### src/rtl/cpu_phase_gen.sv
// cpu_phase_gen: multi-phase timing generator for the multi-cycle MIPS datapath.
// Sequences an instruction cycle of NUM_PHASES phases, each (div_q+1) clk ticks
// long, with run/halt, stall freeze and a single-step handshake. Every output is
// a clk-synchronous enable/strobe; consumers gate on them instead of using
// derived clocks.
// Optional build macro PHASE_GEN_CYCLE_CNT_EN adds i_cnt_clr and o_cycle_cnt,
// a 32-bit count of completed cycles.
module cpu_phase_gen #(
    parameter int NUM_PHASES = 8,
    parameter int PH_W       = 3,
    parameter int DIV_W      = 4
) (
    input  logic                  i_clk,
    input  logic                  i_reset,
    input  logic                  i_run,
    input  logic                  i_stall,
    input  logic                  i_step_req,
    input  logic [DIV_W-1:0]      i_div_sel,
`ifdef PHASE_GEN_CYCLE_CNT_EN
    input  logic                  i_cnt_clr,
    output logic [31:0]           o_cycle_cnt,
`endif
    output logic [NUM_PHASES-1:0] o_phase_onehot,
    output logic [PH_W-1:0]       o_phase_idx,
    output logic                  o_phase_tick,
    output logic                  o_cycle_start,
    output logic                  o_cycle_end,
    output logic                  o_fetch_en,
    output logic                  o_busy,
    output logic                  o_step_ack
);

    localparam logic [PH_W-1:0] LAST_PH = PH_W'(NUM_PHASES - 1);
    localparam logic [PH_W-1:0] HALF_PH = PH_W'(NUM_PHASES / 2);

    typedef enum logic [1:0] {
        ST_IDLE = 2'd0,
        ST_RUN  = 2'd1,
        ST_STEP = 2'd2
    } state_t;

    state_t           r_state;
    logic [DIV_W-1:0] r_cnt;
    logic [DIV_W-1:0] r_div_q;
    logic [PH_W-1:0]  r_phase;
    logic             r_tick;
    logic             r_cstart;
    logic             r_ack;

    state_t           w_state_nx;
    logic [DIV_W-1:0] w_cnt_nx;
    logic [DIV_W-1:0] w_div_q_nx;
    logic [PH_W-1:0]  w_phase_nx;
    logic             w_tick_nx;
    logic             w_cstart_nx;
    logic             w_ack_nx;

    logic             w_busy;
    logic             w_last_tick;
    logic             w_last_phase;
    logic             w_cycle_end;
    logic [NUM_PHASES-1:0] w_onehot;

    assign w_busy       = (r_state != ST_IDLE);
    assign w_last_tick  = (r_cnt == r_div_q);
    assign w_last_phase = (r_phase == LAST_PH);
    // The end-of-cycle strobe covers the whole last tick but must vanish at once under stall.
    assign w_cycle_end  = w_busy & w_last_phase & w_last_tick & ~i_stall;

    // Next-state logic: stall freezes everything; otherwise start, tick, advance or wrap.
    always_comb begin
        w_state_nx  = r_state;
        w_cnt_nx    = r_cnt;
        w_div_q_nx  = r_div_q;
        w_phase_nx  = r_phase;
        w_tick_nx   = r_tick;
        w_cstart_nx = r_cstart;
        w_ack_nx    = 1'b0;
        if (!i_stall) begin
            w_tick_nx   = 1'b0;
            w_cstart_nx = 1'b0;
            case (r_state)
                ST_IDLE: begin
                    // run wins over a simultaneous step request
                    if (i_run || i_step_req) begin
                        w_state_nx  = i_run ? ST_RUN : ST_STEP;
                        w_cnt_nx    = {DIV_W{1'b0}};
                        w_div_q_nx  = i_div_sel;
                        w_phase_nx  = {PH_W{1'b0}};
                        w_tick_nx   = 1'b1;
                        w_cstart_nx = 1'b1;
                    end else begin
                        w_state_nx  = ST_IDLE;
                    end
                end
                ST_RUN, ST_STEP: begin
                    if (w_last_tick) begin
                        w_cnt_nx = {DIV_W{1'b0}};
                        if (w_last_phase) begin
                            if ((r_state == ST_RUN) && i_run) begin
                                w_div_q_nx  = i_div_sel;
                                w_phase_nx  = {PH_W{1'b0}};
                                w_tick_nx   = 1'b1;
                                w_cstart_nx = 1'b1;
                            end else begin
                                // halt or single-step completion: back to reset-like idle
                                w_state_nx  = ST_IDLE;
                                w_div_q_nx  = {DIV_W{1'b0}};
                                w_phase_nx  = {PH_W{1'b0}};
                                w_ack_nx    = (r_state == ST_STEP);
                            end
                        end else begin
                            w_phase_nx = r_phase + PH_W'(1);
                            w_tick_nx  = 1'b1;
                        end
                    end else begin
                        w_cnt_nx = r_cnt + DIV_W'(1);
                    end
                end
                default: begin
                    w_state_nx = ST_IDLE;
                    w_cnt_nx   = {DIV_W{1'b0}};
                    w_div_q_nx = {DIV_W{1'b0}};
                    w_phase_nx = {PH_W{1'b0}};
                end
            endcase
        end else begin
            w_ack_nx = 1'b0;
        end
    end

    // State and sequencing registers with synchronous reset.
    always_ff @(posedge i_clk) begin
        if (i_reset) begin
            r_state  <= ST_IDLE;
            r_cnt    <= {DIV_W{1'b0}};
            r_div_q  <= {DIV_W{1'b0}};
            r_phase  <= {PH_W{1'b0}};
            r_tick   <= 1'b0;
            r_cstart <= 1'b0;
            r_ack    <= 1'b0;
        end else begin
            r_state  <= w_state_nx;
            r_cnt    <= w_cnt_nx;
            r_div_q  <= w_div_q_nx;
            r_phase  <= w_phase_nx;
            r_tick   <= w_tick_nx;
            r_cstart <= w_cstart_nx;
            r_ack    <= w_ack_nx;
        end
    end

    // One-hot phase decode, all-zero while idle.
    always_comb begin
        w_onehot = {NUM_PHASES{1'b0}};
        for (int i = 0; i < NUM_PHASES; i++) begin
            w_onehot[i] = w_busy && (r_phase == PH_W'(i));
        end
    end

    assign o_phase_onehot = w_onehot;
    assign o_phase_idx    = r_phase;
    // Entry strobes stay pending through a stall so each fires exactly once per phase.
    assign o_phase_tick   = r_tick & ~i_stall;
    assign o_cycle_start  = r_cstart & ~i_stall;
    assign o_cycle_end    = w_cycle_end;
    assign o_fetch_en     = w_busy & (r_phase < HALF_PH);
    assign o_busy         = w_busy;
    assign o_step_ack     = r_ack;

`ifdef PHASE_GEN_CYCLE_CNT_EN
    logic [31:0] r_cycle_cnt;

    // Completed-cycle counter; clear beats increment, wraps naturally at 2^32.
    always_ff @(posedge i_clk) begin
        if (i_reset) begin
            r_cycle_cnt <= 32'd0;
        end else if (i_cnt_clr) begin
            r_cycle_cnt <= 32'd0;
        end else if (w_cycle_end) begin
            r_cycle_cnt <= r_cycle_cnt + 32'd1;
        end else begin
            r_cycle_cnt <= r_cycle_cnt;
        end
    end

    assign o_cycle_cnt = r_cycle_cnt;
`endif

endmodule

### config.mk
export PLATFORM = sky130hd
export DESIGN_NAME = cpu_phase_gen
export DESIGN_NICKNAME = d
export VERILOG_FILES = /design/src/rtl/cpu_phase_gen.sv
export SDC_FILE = /design/constraint.sdc
export NUM_CORES = 1
export LEC_CHECK = 0
export ABC_AREA = 1
export BUFFER_PORTS_ARGS = -buffer_cell sky130_fd_sc_hd__buf_2
export CAP_MARGIN = 20
export CORE_ASPECT_RATIO = 0.8
export CORE_MARGIN = 2
export CORE_UTILIZATION = 53
export CTS_CLUSTER_DIAMETER = 200
export DETAILED_ROUTE_END_ITERATION = 6
export PLACE_DENSITY_LB_ADDON = 0.08
export SLEW_MARGIN = 20
export SYNTH_ARGS = -nofsm -noshare
export SYNTH_HDL_FRONTEND = slang
export SYNTH_SLANG_ARGS = --single-unit
### constraint.sdc
create_clock -name i_clk -period 1.71 [get_ports i_clk]
set_input_delay 0.0855 -clock i_clk [delete_from_list [all_inputs] [get_ports i_clk]]
set_output_delay 0.0855 -clock i_clk [all_outputs]
set_load 0.05 [all_outputs]
Yosys cells after proc, flatten, opt, wreduce, memory -nomap -nowiden
Index checks and enable logic that the tools add are counted.
- flip-flop bits (word level): 16
- latch bits: 0
- RAM bits: 0
- ROM bits: 0
- input port bits: 9
- word-level logic and storage cells: 79
- memories: 0
- add/subtract/negate cells: 2
- multipliers: 0
- div/mod/pow operators: 0
- $lt $le $gt $ge: 1
- eq/ne operators: 14
- shifts and indexed selects: 0
- mux-type cells: 26
- bitwise operators: 10
- reductions and logical operators: 19
- operator list (cell ; count):
    $mux W4 ; 6
    $pmux W4 S2 ; 2
    $eq A3 B3 Y1 const B ; 4
    $mux W2 ; 5
    $logic_and A1 B1 Y1 ; 9
    $mux W3 ; 3
    $ne A2 B2 Y1 const B ; 4
    $reduce_and A4 Y1 ; 2
    $and A1 B1 Y1 ; 6
    $eq A3 B2 Y1 const B ; 2
    $mux W1 ; 6
    $pmux W3 S2 ; 1
    $reduce_or A6 Y1 ; 1
    $add A4 B1 Y4 const B ; 1
    $eq A4 B4 Y1 ; 1
    $not A1 Y1 ; 4
    $pmux W1 S2 ; 2
    $pmux W2 S2 ; 1
    $add A3 B1 Y3 const B ; 1
    $eq A3 B1 Y1 const B ; 1
    $logic_not A3 Y1 ; 1
    $lt A3 B3 Y1 const B ; 1
    $reduce_and A3 Y1 ; 1
    $eq A2 B1 Y1 const B ; 1
    other kinds (6) ; 6

Depth between registers and ports, before layout
Gate-level depths: netlist of run 1.
- depth after elaboration: 6
- depth in mapped cells: 11
- depth with buffers taken out: 10

Worst setup path after synthesis of run 1
Ideal clock, no wire load.
- path type: flip-flop to output port
- start point: register r_phase[0] (netlist: o_phase_idx[0])
- end point: output o_cycle_end
- data arrival time: 2.706 ns
- required time: 1.624 ns
- setup slack: -1.081 ns
- stages on the path, launching flop included: 5
- path buffers: 0
- cell sequence: dfxtp_1 -> ha_1 -> ha_1 -> inv_1 -> nor4_1
- cells in the longest elaborated chain, start to end: 4
- ends and longest elaborated chain (what ; RTL line ; source):
    from (decl) ; 45 ; logic [PH_W-1:0] r_phase;
    from (signal assigned) ; 138 ; r_phase <= {PH_W{1'b0}};
    from (signal assigned) ; 146 ; r_phase <= w_phase_nx;
    $eq A3 B3 Y1 ; 66 ; assign w_last_phase = (r_phase == LAST_PH);
    $and A1 B1 Y1 (3 in series) ; 68 ; assign w_cycle_end = w_busy & w_last_phase & w_last_tick & ~i_stall;
    to (decl) ; 27 ; output logic o_cycle_end,
Every way passes these cells.

Worst setup path after layout of run 1
- start point: register r_state[0]
- end point: output o_cycle_end
- cells in the longest elaborated chain, start to end: 4
- ends and longest elaborated chain (what ; RTL line ; source):
    from (decl) ; 42 ; state_t r_state;
    from (signal assigned) ; 143 ; r_state <= w_state_nx;
    $reduce_bool A2 Y1 ; 64 ; assign w_busy = (r_state != ST_IDLE);
    $and A1 B1 Y1 (3 in series) ; 68 ;
Every way passes these cells.

==> flow_summary.toml, run 1 <==
[outcome]
status = "finished clean"

[logic_synthesis]
synth_top_cells_by_area = "dfxtp_1 27%, ha_1 13%, nand2_1 12%"
syn_inst = 174
synth_cell_types = 25
ys.warnings.count = 0
avgSynthCellArea_um2 = 6.752
ys_seq_area_frac = 0.2726
netlist.area_leader.share = 0.2726
synth_seq_cells = 16
netlist_area_um2 = 1175
syn_nets = 195
yosysTopAreaCell = "dfxtp_1"

[cells_and_area]
nets = 225
multi_input_comb_area_um2 = 745.7
fillCellCount = 207
syn_to_final_growth_pct = 23.86
final_core_util = 0.6861
diodes = 0
layout-drive-gt1-share = 0.3153
regArea_um2 = 327.8

[worst_setup_path]
crit_family = "buffers and inverters"
timing.critical_path.buf_inv = 3
cp_common_cell = "buf_6"
cp_data_required_time_ns = 1.62
start_kind = "flop"
endpoint_kind = "primary output"
slowest_delay_ns = 0.36
crit_chain = "inv_1 > ha_2 > buf_6 > nor4_4 > buf_6"
cp_max_fo = 13
crit_type = "reg2out"
cp_slowest_cell = "dfxtp_2"
arrival_ns = 1.55

[clocking]
cts_root_buffer = "clkbuf_4"
clkLatencyLatePin_ns = 0.30
cts_tree = "done"
clk_pin_slew_ns = 0.11
cts_made_buffers = 3
cts_sinks = 16
h-tree-depth = 1
clockBufferDepth = 2

[run]
drv_cap = 0

[power_and_ir_drop]
p_per_area_nw_per_um2 = 1673
ir_worst_vdd_mv = 1.874
leakage_nw = 0.7255
power.total_w = 0.002435

[floorplanning]
row_count = 15
fp.dieW_um = 56.64
die_y_um = 46.11
core_area_um2 = 2121
die-area_um2 = 2612
start_util = 0.5540
ios = 26

[timing]
fmax_ghz = 0.6117
hold_viol = 0
finClkSkew_ns = 0.008668
worst_slack_ns = 0.07522
slew_headroom = 0.7636
slew_viol_final = 0
fin_crit_sh = 0.9560
period_needed_ns = 1.635
fin_hold_ws_ns = 0.1390
worst_pin_slew_ns = 0.3542
rsz0062_at_grt = "no"
setup_viol = 0

[route]
firstDrtPassIters = 4
wl_mm = 2.541
viasPerCell = 5.035
ant_nets = 0
drtIter0Drc = 46
wl_per_cell_um = 11.14
vias = 1148
drc_errors = 0

[placed_design]
dpl.hpwl_mm = 1.978
portBuffers = 25
pre_cts_slack_ns = 0.09359
gp_congestion = 0.8110

[global_route]
grt_pass1_vias = 919
grt_max_degree = 14
antenna_found_initial = 0
grt_pass1_wl_mm = 3.995
grt_overflow = 0
grtUsageTotal = 0.2060

[hold_path]
hold_path.class = "in2reg"
cells in the final DEF, fill, tap and decap left out, drive strengths merged:
cell type	Yosys	layout
buf	3	29
o21ai	3	3
nor4	2	2
dfxtp	16	16
nand2	45	45
nor3	10	10
nand3	10	10
dlygate4sd3	0	1
a21oi	4	4
xor2	2	2
inv	33	33
nor2	22	22
ha	12	12
nand3b	1	1
nand4	9	9
clkbuf	2	4
cell type report:
class | instances | share of cell area
multi-input cells | 120 | 0.5125
flip-flops and latches | 16 | 0.2253
repair buffers | 30 | 0.1307
inverters | 33 | 0.08512
clock buffers | 4 | 0.02494
well taps | 25 | 0.02150
sequential cells by signal (all words and copies together) (netlist names):
signal,count
o_step_ack,1
r_div_q,4
r_tick,1
r_cnt,4
o_phase_idx,3
r_state,2
r_cstart,1
power breakdown:
part           leakage [nW]  switching, W  total (W)  internal [W]
Combinational         0.572       0.00112    0.00163      0.000518
Sequential            0.133     0.0000633   0.000535      0.000472
Clock                0.0210      0.000136   0.000265      0.000130
Total                 0.726       0.00132    0.00244       0.00112
synth_stat cells:
library cell and instances:
nand3_4 1, nand4_1 9, nand3_2 1, buf_8 1, ha_1 12, nand3b_1 1
nor2_4 2, nor4_1 2, a21oi_1 4, o21ai_0 3, inv_1 28, buf_4 1
nor3_2 1, nor2_2 1, dfxtp_1 16, nand2_1 39, nor2_1 19, nor3_1 9
xor2_1 2, nand2_2 4, clkbuf_1 2, inv_2 5, nand3_1 8, nand2_4 2
buf_2 1
per-layer routing:
layer | part of all wire | vias up | track usage
met1 | 0.46 | 493 | 0.2840
li1 | - | 603 | -
met4 | 0.012 | 0 | 0.05714
met5 | 0 | - | 0
met2 | 0.43 | 48 | 0.3140
met3 | 0.094 | 4 | 0.06461
cell families after synthesis:
kind of cell | after synthesis | share of synthesized area
AO/OA/AOI/OAI | 7 | 0.02982
XOR/XNOR | 2 | 0.01491
buffers and inverters | 38 | 0.1352
flip-flops | 16 | 0.2726
adder cells (fa/ha/maj) | 12 | 0.1278
AND/OR/NAND/NOR | 99 | 0.4196
worst reg2reg max path, cell delays in order, from the launching register on:
cell and delay (ns):
dfxtp_2 0.35, inv_1 0.11, ha_2 0.21, inv_2 0.05
nor3_2 0.15, nor2_2 0.08, buf_4 0.19, nand2_1 0.09
xor2_1 0.16, nor2_1 0.05
per-stage QoR:
stage | area, um2 | cells | setup TNS (ns)
4_1_cts | 1415 | 227 | 0
3_5_place_dp | 1344 | 222 | 0
3_3_place_gp | 1344 | 222 | 0
2_1_floorplan | 1200 | 174 | -2.523
5_1_grt | 1455 | 228 | 0
6_report | 1455 | 228 | 0
path summary, 6_finish.rpt:
path                           startpoint                    end  slack [ns]  depth (start not counted)
setup / recovery  r_state[0]$_SDFFE_PP0P_            o_cycle_end        0.08                          5
setup reg to reg  r_state[0]$_SDFFE_PP0P_  r_cnt[3]$_SDFFE_PP0P_        0.18                          9
hold reg to reg     r_cstart$_SDFFE_PP0N_  r_cstart$_SDFFE_PP0N_        0.46                          2
hold / removal                    i_stall  o_step_ack$_SDFF_PP0_        0.14                          2
timing repair:
action                                 in CTS  in global routing
endpoints found under the hold margin       3                  0
setup endpoints to repair                   7                 13
resized for setup                          10                 10
buffers inserted                            0                  1
hold buffers                                1                  0
(Power assumes the default switching activity.)
==> run 2, diff against run 1 <==
==> constraint.sdc (replaced) <==
create_clock -name i_clk -period 1.71 [get_ports i_clk]
set_input_delay 0.4275 -clock i_clk [delete_from_list [all_inputs] [get_ports i_clk]]
set_output_delay 0.4275 -clock i_clk [all_outputs]
set_load 0.05 [all_outputs]
==> run 2 against run 1 <==
Net effect:
- hold slack improved by 0.21 ns
- final cell count rose by 11%
- first-iteration DRC count increased to 2.9 times the previous value
- the flow now finishes with violations (negative setup slack)
- highest routed layer unchanged
- cell area up 29%
- critical endpoint unchanged
==> flow_summary.toml, run 2 (same netlist as run 1, synthesis figures left out) <==
[route]
vias = 1456
drc_errors = 0
firstDrtPassIters = 5
drtIter0Drc = 132
viasPerCell = 5.732
wl_per_cell_um = 17.34
ant_nets = 0
wl_mm = 4.404

[global_route]
grtUsageTotal = 0.3225
antenna_found_initial = 0
grt_overflow = 0
grt_max_degree = 11
grt_pass1_wl_mm = 6.106
grt_pass1_vias = 1309

[clocking]
cts_root_buffer = "clkbuf_4"
h-tree-depth = 1
cts_hold_buf = 0
clkLatencyLatePin_ns = 0.30
cts_made_buffers = 3
clk_pin_slew_ns = 0.10
cts_tree = "done"
cts_sinks = 16
clockBufferDepth = 2

[floorplanning]
ios = 26
die-area_um2 = 2612
die_y_um = 46.11
core_area_um2 = 2121
row_count = 15
start_util = 0.5540
fp.dieW_um = 56.64

[timing]
rsz0062_at_grt = "yes"
setup_viol = 11
finClkSkew_ns = 0.005388
fmax_ghz = 0.5099
period_needed_ns = 1.961
slew_headroom = 0.7510
worst_slack_ns = -0.2510
slew_viol_final = 0
hold_viol = 0
setup_tns_ns = -1.323
worst_pin_slew_ns = 0.3696
fin_crit_sh = 1.147

[cells_and_area]
multi_input_comb_area_um2 = 867.1
final_area_um2 = 1882
final_common_cell = "nand2_1"
layout-drive-gt1-share = 0.4716
regArea_um2 = 342.8
fillCellCount = 95
diodes = 0
syn_to_final_growth_pct = 60.17
nets = 251
layout_common_cells = "37 x nand2_1, 24 x buf_4, 22 x inv_1, 16 x nor2_1, 15 x buf_6"
final_core_util = 0.8873

[worst_setup_path]
cp_max_fo = 2
cp_slowest_cell = "dfxtp_1"
cp_data_required_time_ns = 1.28
arrival_ns = 1.53
crit_chain = "inv_1 > nand2_1 > nand2_2 > nor2_4 > nand2_4 > nor4_4 > buf_6"
crit_type = "reg2out"
start_kind = "flop"
slowest_delay_ns = 0.37
endpoint_kind = "primary output"

[placed_design]
gp_congestion = 0.8244
portBuffers = 25
dpl.hpwl_mm = 2.123
pre_cts_slack_ns = -0.02489
placed_cell_area_um2 = 1463

[power_and_ir_drop]
leakage_nw = 0.9126
ir_worst_vdd_mv = 1.928
p_per_area_nw_per_um2 = 1729

[hold_path]
hold_path.class = "in2reg"

[run]
drv_cap = 0

[outcome]
status = "finished with violations"
violations = "negative setup slack"
[run 2: cell count changes in the layout (fill, tap and decap cells not counted), sizes merged]
cell / change
buf: +27
clkinvlp: +1
dlygate4sd3: -1
clkbuf: -1
inv: -1
clkinv: +1
[run 2: final cells by class]
class	count	share of cell area
multi-input combinational	120	0.4608
clock inverter	1	0.001995
clock buffer	3	0.01197
timing repair buffer	56	0.2520
tap	25	0.01662
sequential	16	0.1822
inverter	33	0.07447
[run 2: layer usage]
metal	vias to the layer above	global-route usage	part of all wire
li1	659	-	-
met1	648	0.3586	0.38
met2	117	0.5953	0.47
met3	32	0.05618	0.095
met4	0	0.1905	0.053
met5	-	0	0
[run 2: power by group]
group / total [W] / switching [W] / internal [W]
clock network: 0.000219 / 0.000134 / 0.0000852
registers: 0.000545 / 0.0000708 / 0.000474
logic: 0.00249 / 0.00151 / 0.000978
total: 0.00325 / 0.00172 / 0.00154
[run 2: path summary, 6_finish.rpt]
check | from | endpoint | slack (ns) | cells after the start
setup / recovery | r_div_q[1]$_SDFFE_PP0P_ | o_cycle_end | -0.25 | 7
setup reg to reg | r_state[1]$_SDFFE_PP0P_ | r_div_q[2]$_SDFFE_PP0P_ | 0.01 | 11
hold / removal | i_reset | o_phase_idx[0]$_SDFFE_PP0P_ | 0.35 | 2
hold reg to reg | r_cstart$_SDFFE_PP0N_ | r_cstart$_SDFFE_PP0N_ | 0.48 | 2
[run 2: worst max-delay path: cells and delay by family, from the launching register on]
kind	cells	cell delay, ns
simple gates	5	0.57
buf+inv	2	0.29
flops	1	0.37
[run 2: repair_timing]
item | CTS | global route
cloned | 0 | 0
setup buffers | 19 | 7
pin swaps | 7 | 7
setup endpoints to repair | 12 | 22
gates resized for setup | 45 | 13
[run 2: metrics by stage]
stage | hold WS, ns | std cells | total power, W
2_1_floorplan | 0.4303 | 174 | 0.002064
3_5_place_dp | 0.4536 | 224 | 0.002283
4_1_cts | 0.3272 | 247 | 0.002894
3_3_place_gp | 0.4437 | 224 | 0.002236
6_report | 0.3512 | 254 | 0.003254
5_1_grt | 0.3352 | 254 | 0.003398
